$ cat config.mk
export PLATFORM = sky130hd
export DESIGN_NAME = match_sequencer
export DESIGN_NICKNAME = d
export VERILOG_FILES = /design/src/rtl/match_sequencer.sv
export SDC_FILE = /design/constraint.sdc
export NUM_CORES = 1
export LEC_CHECK = 0
export CAP_MARGIN = 20
export CORE_ASPECT_RATIO = 1.4
export CORE_MARGIN = 3
export CORE_UTILIZATION = 32
export CTS_BUF_LIST = sky130_fd_sc_hd__clkbuf_8
export CTS_CLUSTER_DIAMETER = 40
export CTS_CLUSTER_SIZE = 28
export DETAILED_ROUTE_END_ITERATION = 8
export SYNTH_ARGS = -nofsm -noshare
export SYNTH_HDL_FRONTEND = slang
export SYNTH_SLANG_ARGS = --single-unit
$ cat constraint.sdc
create_clock -name i_Clk -period 1.81 [get_ports i_Clk]
set_input_delay 0.543 -clock i_Clk [delete_from_list [all_inputs] [get_ports i_Clk]]
set_output_delay 0.543 -clock i_Clk [all_outputs]
set_load 0.01 [all_outputs]
$ cat src/rtl/match_sequencer.sv
// Pong game-flow controller: serve, rally, point pause, game over and both scores.
// Optional AUTO_SERVE_EN builds a frame-count timer that serves without the button.
module match_sequencer #(
  parameter int p_WIN_SCORE      = 9,
  parameter int p_POINT_FRAMES   = 60,
  parameter int p_HITS_PER_LEVEL = 4,
  parameter int p_SERVE_FRAMES   = 120
) (
  input  logic       i_Clk,
  input  logic       i_Reset,
  input  logic       i_VReset,
  input  logic       i_Serve,
  input  logic       i_Hit,
  input  logic       i_Miss_Left,
  input  logic       i_Miss_Right,
  output logic       o_Ball_Enable,
  output logic       o_Ball_Restart,
  output logic       o_Serve_HDir,
  output logic [1:0] o_Speed,
  output logic [3:0] o_Score_Left,
  output logic [3:0] o_Score_Right,
  output logic       o_Game_Over,
  output logic [2:0] o_State
);

  typedef enum logic [2:0] {
    ST_IDLE       = 3'd0,
    ST_SERVE_WAIT = 3'd1,
    ST_PLAY       = 3'd2,
    ST_POINT      = 3'd3,
    ST_GAME_OVER  = 3'd4
  } state_t;

  localparam int c_FRAME_MAX = (p_POINT_FRAMES > p_SERVE_FRAMES) ? p_POINT_FRAMES : p_SERVE_FRAMES;
  localparam int c_FRAME_W   = $clog2(c_FRAME_MAX + 1);
  localparam logic [3:0] c_WIN = 4'(p_WIN_SCORE);
  localparam logic [c_FRAME_W-1:0] c_POINT_LAST = c_FRAME_W'(p_POINT_FRAMES - 1);
`ifdef AUTO_SERVE_EN
  localparam logic [c_FRAME_W-1:0] c_SERVE_LAST = c_FRAME_W'(p_SERVE_FRAMES - 1);
`endif

  function automatic logic [1:0] speed_level(input logic [7:0] hits);
    int level_v;
    level_v = int'(hits) / p_HITS_PER_LEVEL;
    if (level_v > 3) return 2'd3;
    else             return 2'(level_v);
  endfunction

  // Scores saturate at the winning value so they can never wrap.
  function automatic logic [3:0] score_inc(input logic [3:0] score);
    if (score >= c_WIN) return c_WIN;
    else                return score + 4'd1;
  endfunction

  state_t                 state_r;
  logic [3:0]             score_left_r;
  logic [3:0]             score_right_r;
  logic [1:0]             speed_r;
  logic                   serve_hdir_r;
  logic                   ball_enable_r;
  logic                   ball_restart_r;
  logic                   game_over_r;
  logic [c_FRAME_W-1:0]   frame_cnt_r;
  logic [7:0]             hit_cnt_r;
  logic                   serve_prev_r;

  logic                   serve_edge_s;
  logic                   serve_go_s;
  logic [7:0]             hit_next_s;

  assign serve_edge_s = i_Serve & ~serve_prev_r;
  assign hit_next_s   = (hit_cnt_r == 8'd255) ? 8'd255 : hit_cnt_r + 8'd1;
`ifdef AUTO_SERVE_EN
  assign serve_go_s   = serve_edge_s | (i_VReset & (frame_cnt_r == c_SERVE_LAST));
`else
  assign serve_go_s   = serve_edge_s;
`endif

  // Match state machine with all outputs held in registers.
  always_ff @(posedge i_Clk) begin
    if (i_Reset) begin
      state_r        <= ST_IDLE;
      score_left_r   <= 4'd0;
      score_right_r  <= 4'd0;
      speed_r        <= 2'd0;
      serve_hdir_r   <= 1'b1;
      ball_enable_r  <= 1'b0;
      ball_restart_r <= 1'b0;
      game_over_r    <= 1'b0;
      frame_cnt_r    <= '0;
      hit_cnt_r      <= 8'd0;
      serve_prev_r   <= 1'b0;
    end else begin
      serve_prev_r   <= i_Serve;
      ball_restart_r <= 1'b0;
      case (state_r)
        ST_IDLE: begin
          ball_enable_r  <= 1'b0;
          ball_restart_r <= 1'b1;
          frame_cnt_r    <= '0;
          state_r        <= ST_SERVE_WAIT;
        end
        ST_SERVE_WAIT: begin
          ball_enable_r <= 1'b0;
          if (serve_go_s) begin
            state_r       <= ST_PLAY;
            ball_enable_r <= 1'b1;
            hit_cnt_r     <= 8'd0;
            speed_r       <= 2'd0;
          end else begin
`ifdef AUTO_SERVE_EN
            if (i_VReset) frame_cnt_r <= frame_cnt_r + 1'b1;
`endif
          end
        end
        ST_PLAY: begin
          // A miss always wins over a simultaneous hit; left wins over right.
          if (i_Miss_Left) begin
            score_right_r <= score_inc(score_right_r);
            serve_hdir_r  <= 1'b0;
            ball_enable_r <= 1'b0;
            frame_cnt_r   <= '0;
            state_r       <= ST_POINT;
          end else if (i_Miss_Right) begin
            score_left_r  <= score_inc(score_left_r);
            serve_hdir_r  <= 1'b1;
            ball_enable_r <= 1'b0;
            frame_cnt_r   <= '0;
            state_r       <= ST_POINT;
          end else if (i_Hit) begin
            hit_cnt_r <= hit_next_s;
            speed_r   <= speed_level(hit_next_s);
          end
        end
        ST_POINT: begin
          ball_enable_r <= 1'b0;
          if (score_left_r == c_WIN || score_right_r == c_WIN) begin
            game_over_r <= 1'b1;
            state_r     <= ST_GAME_OVER;
          end else if (i_VReset) begin
            if (frame_cnt_r == c_POINT_LAST) begin
              frame_cnt_r    <= '0;
              ball_restart_r <= 1'b1;
              state_r        <= ST_SERVE_WAIT;
            end else begin
              frame_cnt_r <= frame_cnt_r + 1'b1;
            end
          end
        end
        ST_GAME_OVER: begin
          ball_enable_r <= 1'b0;
          game_over_r   <= 1'b1;
          if (serve_edge_s) begin
            score_left_r   <= 4'd0;
            score_right_r  <= 4'd0;
            serve_hdir_r   <= 1'b1;
            game_over_r    <= 1'b0;
            frame_cnt_r    <= '0;
            ball_restart_r <= 1'b1;
            state_r        <= ST_SERVE_WAIT;
          end
        end
        default: begin
          ball_enable_r <= 1'b0;
          game_over_r   <= 1'b0;
          state_r       <= ST_IDLE;
        end
      endcase
    end
  end

  assign o_Ball_Enable  = ball_enable_r;
  assign o_Ball_Restart = ball_restart_r;
  assign o_Serve_HDir   = serve_hdir_r;
  assign o_Speed        = speed_r;
  assign o_Score_Left   = score_left_r;
  assign o_Score_Right  = score_right_r;
  assign o_Game_Over    = game_over_r;
  assign o_State        = state_r;

endmodule

### Word level (Yosys, flattened, before mapping)

Cells that the tools add are included.

| storage, ports and cells | value |
|---|---|
| bits in latches | 0 |
| bits in read-only memories | 0 |
| memories | 0 |
| output and inout bits | 17 |
| logic and storage cells | 105 |
| memory bits (writable) | 0 |
| bits in registers | 33 |

| cells by class | value |
|---|---|
| eq/ne operators | 21 |
| shift operators | 0 |
| reduce and logical (&&, ||, !) cells | 13 |
| bitwise logic cells | 3 |
| $lt $le $gt $ge | 3 |
| muxes and demuxes | 50 |
| $mul | 0 |
| add/subtract/negate cells | 4 |
| divide/modulo/power cells | 0 |

Operator list:

| kind | number |
|---|---|
| 2-to-1 mux 7 bit | 6 |
| 2-to-1 mux 8 bit | 5 |
| one-hot mux 7 bit (4 select lines) | 1 |
| 2-to-1 mux 4 bit | 6 |
| 2-to-1 mux 3 bit | 7 |
| != test 2 bit, second input constant | 10 |
| one-hot mux 4 bit (2 select lines) | 2 |
| one-hot mux 8 bit (2 select lines) | 1 |
| one-hot mux 3 bit (5 select lines) | 1 |
| AND reduction 5 bit | 3 |
| 2-to-1 mux 1 bit | 11 |
| 2-to-1 mux 2 bit | 5 |
| != test 3 bit, second input constant | 3 |
| adder 4 x 1 -> 4 bit, second input constant | 2 |
| adder 8 x 1 -> 8 bit, second input constant | 1 |
| equality test 4 bit, second input constant | 2 |
| equality test 8 bit, second input constant | 1 |
| >= comparator 4 bit, second input constant | 2 |
| adder 7 x 1 -> 7 bit, second input constant | 1 |
| equality test 7 x 6 -> 1 bit, second input constant | 1 |
| equality test 3 x 2 -> 1 bit, second input constant | 2 |
| greater-than comparator 6 x 2 -> 1 bit, second input constant | 1 |
| one-hot mux 1 bit (3 select lines) | 2 |
| AND reduction 3 bit | 2 |
| other kinds (13) | 16 |

### Longest topological paths before layout

| depth | value |
|---|---|
| depth after elaboration | 8 |
| gate-level depth with buffers | 7 |
| mapped depth without buffers | 7 |

### Least setup slack after synthesis

Ideal clock, no wire load.

| timing path | value |
|---|---|
| path kind | flip-flop to flip-flop |
| start | reg score_right_r[1], in the netlist o_Score_Right[1] |
| end | reg frame_cnt_r[6] |
| data arrival time | 1761 ps |
| path slack | -26 ps |
| setup time | 74 ps |
| cell stages (with the launch flop) | 8 |
| path through | dfxtp_1 > inv_1 > ha_1 > nand3b_2 > o21ai_2 > or3_1 > or4_1 > a31oi_1 |

| between the ends | value |
|---|---|
| word-level cells in the longest chain between the ends | 4 |

Ends and longest elaborated chain:

| what | RTL line | RTL |
|---|---|---|
| start: declaration | 57 | `logic [3:0] score_right_r;` |
| start signal: assignment | 119 | `score_right_r <= score_inc(score_right_r);` |
| equality test 4 bit | 137 | `if (score_left_r == c_WIN \|\| score_right_r == c_WIN) begin` |
| logical OR 1 bit | 137 |  |
| != test 2 bit (no line) | -- |  |
| AND reduction 5 bit (no line) | -- |  |
| end signal: assignment | 146 | `frame_cnt_r <= frame_cnt_r + 1'b1;` |
| end: declaration | 63 | `logic [c_FRAME_W-1:0] frame_cnt_r;` |

No other way between the ends.
A chain may end at the register's enable or synchronous reset.

### Worst setup path in the final report

| timing path | value |
|---|---|
| start | in i_Serve |
| end | reg frame_cnt_r[6] |

| between the ends | value |
|---|---|
| word-level cells in the longest chain between the ends | 3 |

Ends and longest elaborated chain:

| what | RTL line | RTL |
|---|---|---|
| start: declaration | 12 | `input logic i_Serve,` |
| bitwise AND 1 bit | 71 | `assign serve_edge_s = i_Serve & ~serve_prev_r;` |
| != test 2 bit (no line) | -- |  |
| AND reduction 5 bit (no line) | -- |  |

No other way between the ends.

==> metrics.yaml <==
outcome: "complete, no violations"
synth_to_layout_area_growth_pct: 38.9
synth_cell_type_count: 44
chipHeight_um: 93.9
routed_wirelength_mm: 4.57
finalSetupViolCount: 0
postSynthCellCount: 224
grt_pass1_vias: 1774
drt_pass1_iterations: 4
vdd_ir_drop_max_uv: 528
commonest_cells_after_routing_fill_and_taps_aside: "sky130_fd_sc_hd__buf_4, sky130_fd_sc_hd__nor2_1, sky130_fd_sc_hd__dfxtp_1"
route.vias.total: 1807
io-pin-count: 24
antenna_found_initial: 0
post_layout_minimum_cycle_time_ns: 1.79
critPathLaunchType: "input pin"
clk_latency_ns: 0.28
start_util: 0.335
crit_path_max_fanout: 2
chipWidth_um: 68.8
timing.setup.critical_path_class: "input pin to flop"
max_cap_violations: 0
n_antenna_cell: 0
leakage_nw: 1.11
post_route_cells_drive_above_1_share: 0.216
max_slew_margin: 0.700
timing.final.crit_share: 0.988
skew_ns: 0.0104
placed_wire_length_estimate_after_detailed_placement_mm: 3.46
synth_edf_count: 0
worst_setup_path_end_kind: "flop"
core-area_mm2: 0.00528
yosysWarnings: 0
power.density_cell_area_mw_per_mm2: 593
drt_drc_violations_left: 0
cts_hold_buf: 0
postSynth.asyncResetShare: 0
placement.setup.worst_slack_ns: -0.466
nets: 296
antenna_violating_nets_post_route: 0
gpl.final_weighted_congestion: 0.843
placementRows: 31
dp.cells: 340
htree_num_levels: 2
synth-seq-area-share: 0.374
synth_top_flop_cell: "sky130_fd_sc_hd__dfxtp_1"
avgViaCountPerCell: 5.19
die_area_mm2: 0.00646
max_freq_mhz: 559
path_clk_slew_ns: 0.06
grt_setup_unrepaired: "true"
drt_iter0_drc: 70
post_layout_nonfiller_instances: 348
tightest_slew_ns: 0.449
cts_tree: "yes"
drt-wirelength-per-cell_um: 13.1
ys_ff_latch: 33
setup_slack_of_the_critical_path_after_layout_ns: 0.0215
layout_commonest_cell: "sky130_fd_sc_hd__buf_4"
clock_tree.buffer_depth: 2
critPathRequiredTime_ns: 2.02
number_of_buffers_inserted_during_clock_tree_synthesis: 5
setup_fix_bufs_post_cts: 0
final-max-slew-violation-count: 0
cts_num_sinks: 33
grt_use_total: 0.159
global_route.overflow_total: 0
postSynthNetCount: 239
hold_viol: 0
numPortBuffers: 23
post_synth.cell_area_avg_um2: 7.89
grt_start_max_net_pins: 13
synthesis.area_mm2: 0.00177
ctsRootBufferMaster: "sky130_fd_sc_hd__clkbuf_8"
arrival_ns: 1.99
grt_pass1_wl_mm: 7.94
min-delay-path-class: "flop to flop"
[final timing paths]
check / startpoint / endpoint / slack [ns] / cells past startpoint
setup / recovery: i_Serve / frame_cnt_r[6] / 0.02 / 7
hold / removal: o_Speed[1] / o_Speed[1] / 0.47 / 2
setup reg to reg: o_Score_Right[1] / frame_cnt_r[6] / 0.07 / 7
hold reg to reg: o_Speed[1] / o_Speed[1] / 0.47 / 2
[metrics by stage]
stage	utilization	cell area (um2)	total power, mW	hold slack, ns	TNS, ns
after detailed placement	0.437	2310	0.941	0.465	-8.01
after floorplan	-	1770	0.845	0.460	0
final	0.465	2450	1.46	0.471	0
after global placement	0.437	2310	0.940	0.457	-7.96
after global routing	0.465	2450	1.52	0.499	-0.0969
after CTS	0.456	2400	1.47	0.478	0
[critical path, cell delays in order]
cell and delay [ns]:
sky130_fd_sc_hd__clkdlybuf4s50_1 0.49, sky130_fd_sc_hd__buf_4 0.12, sky130_fd_sc_hd__nand2b_1 0.06, sky130_fd_sc_hd__nand2_1 0.07, sky130_fd_sc_hd__a21oi_1 0.08, sky130_fd_sc_hd__or4_1 0.47
sky130_fd_sc_hd__a31oi_1 0.16
[flip-flops by register name, summed over array words and instances (netlist names)]
signal,flops
hit_cnt_r,8
frame_cnt_r,7
o_Score_Left,4
o_Score_Right,4
o_State,3
o_Speed,2
o_Ball_Enable,1
o_Ball_Restart,1
o_Game_Over,1
o_Serve_HDir,1
serve_prev_r,1
[layer usage]
| metal | share of wire | wire (um) | GRT usage | vias to the layer above |
|---|---|---|---|---|
| met5 | 0 | 0 | 0 | - |
| met4 | 0.0096 | 44 | 0.0341 | 0 |
| met3 | 0.027 | 122 | 0.0371 | 5 |
| met2 | 0.52 | 2360 | 0.274 | 25 |
| met1 | 0.45 | 2050 | 0.197 | 841 |
| li1 | - | - | - | 936 |
[power by group]
group	internal, mW	total (mW)	switching, mW
clock	0.256	0.527	0.270
sequential	0.736	0.750	0.0147
combinational	0.0908	0.178	0.0876
[cell type report]
class                      count  area (um2)
clock inverter                 3        11.3
timing repair buffer          57         502
tap                           66        82.6
clock buffer                   5        68.8
inverter                      13        48.8
fill                         559        2820
sequential                    33         677
multi-input combinational    171        1060
[what timing repair did]
action / CTS / global route
pin swaps: 2 / 2
gates resized for setup: 13 / 18
endpoints found under the setup margin: 23 / 25
hold endpoints to repair: 0 / 0
[Yosys cell counts, types with 2 or more instances]
cell type,n,area [um2]
sky130_fd_sc_hd__nor3b_1,3,22.5
sky130_fd_sc_hd__a22oi_1,3,22.5
sky130_fd_sc_hd__nand4_1,2,12.5
sky130_fd_sc_hd__nor2_1,26,97.6
sky130_fd_sc_hd__o21a_1,4,30.0
sky130_fd_sc_hd__a211oi_1,3,22.5
sky130_fd_sc_hd__and2_1,2,12.5
sky130_fd_sc_hd__or3_1,4,25.0
sky130_fd_sc_hd__dfxtp_1,33,661
sky130_fd_sc_hd__ha_1,8,100
sky130_fd_sc_hd__a31oi_1,6,37.5
sky130_fd_sc_hd__nand3_1,15,75.1
sky130_fd_sc_hd__and4_1,2,17.5
sky130_fd_sc_hd__nor2b_1,2,12.5
sky130_fd_sc_hd__o31ai_1,2,15.0
sky130_fd_sc_hd__clkbuf_1,3,11.3
sky130_fd_sc_hd__nor3_1,8,40.0
sky130_fd_sc_hd__o211ai_1,2,15.0
sky130_fd_sc_hd__nand2_1,18,67.6
sky130_fd_sc_hd__buf_2,4,20.0
sky130_fd_sc_hd__a21oi_1,21,105
sky130_fd_sc_hd__o21ai_0,11,55.1
sky130_fd_sc_hd__nand2b_1,3,18.8
sky130_fd_sc_hd__o32ai_1,3,26.3
sky130_fd_sc_hd__and3_1,4,25.0
sky130_fd_sc_hd__a41oi_1,2,17.5
sky130_fd_sc_hd__inv_1,13,48.8
[cell families after synthesis]
| kind of cell | synth area share |
|---|---|
| adders and majority gates | 0.0567 |
| xor gates and xnor gates | 0.00496 |
| and+or+nand+nor | 0.282 |
| AOI/OAI and AO/OA | 0.237 |
| buffers and inverters | 0.0453 |
| DFF | 0.374 |
Power figures use the tool's default switching activity.
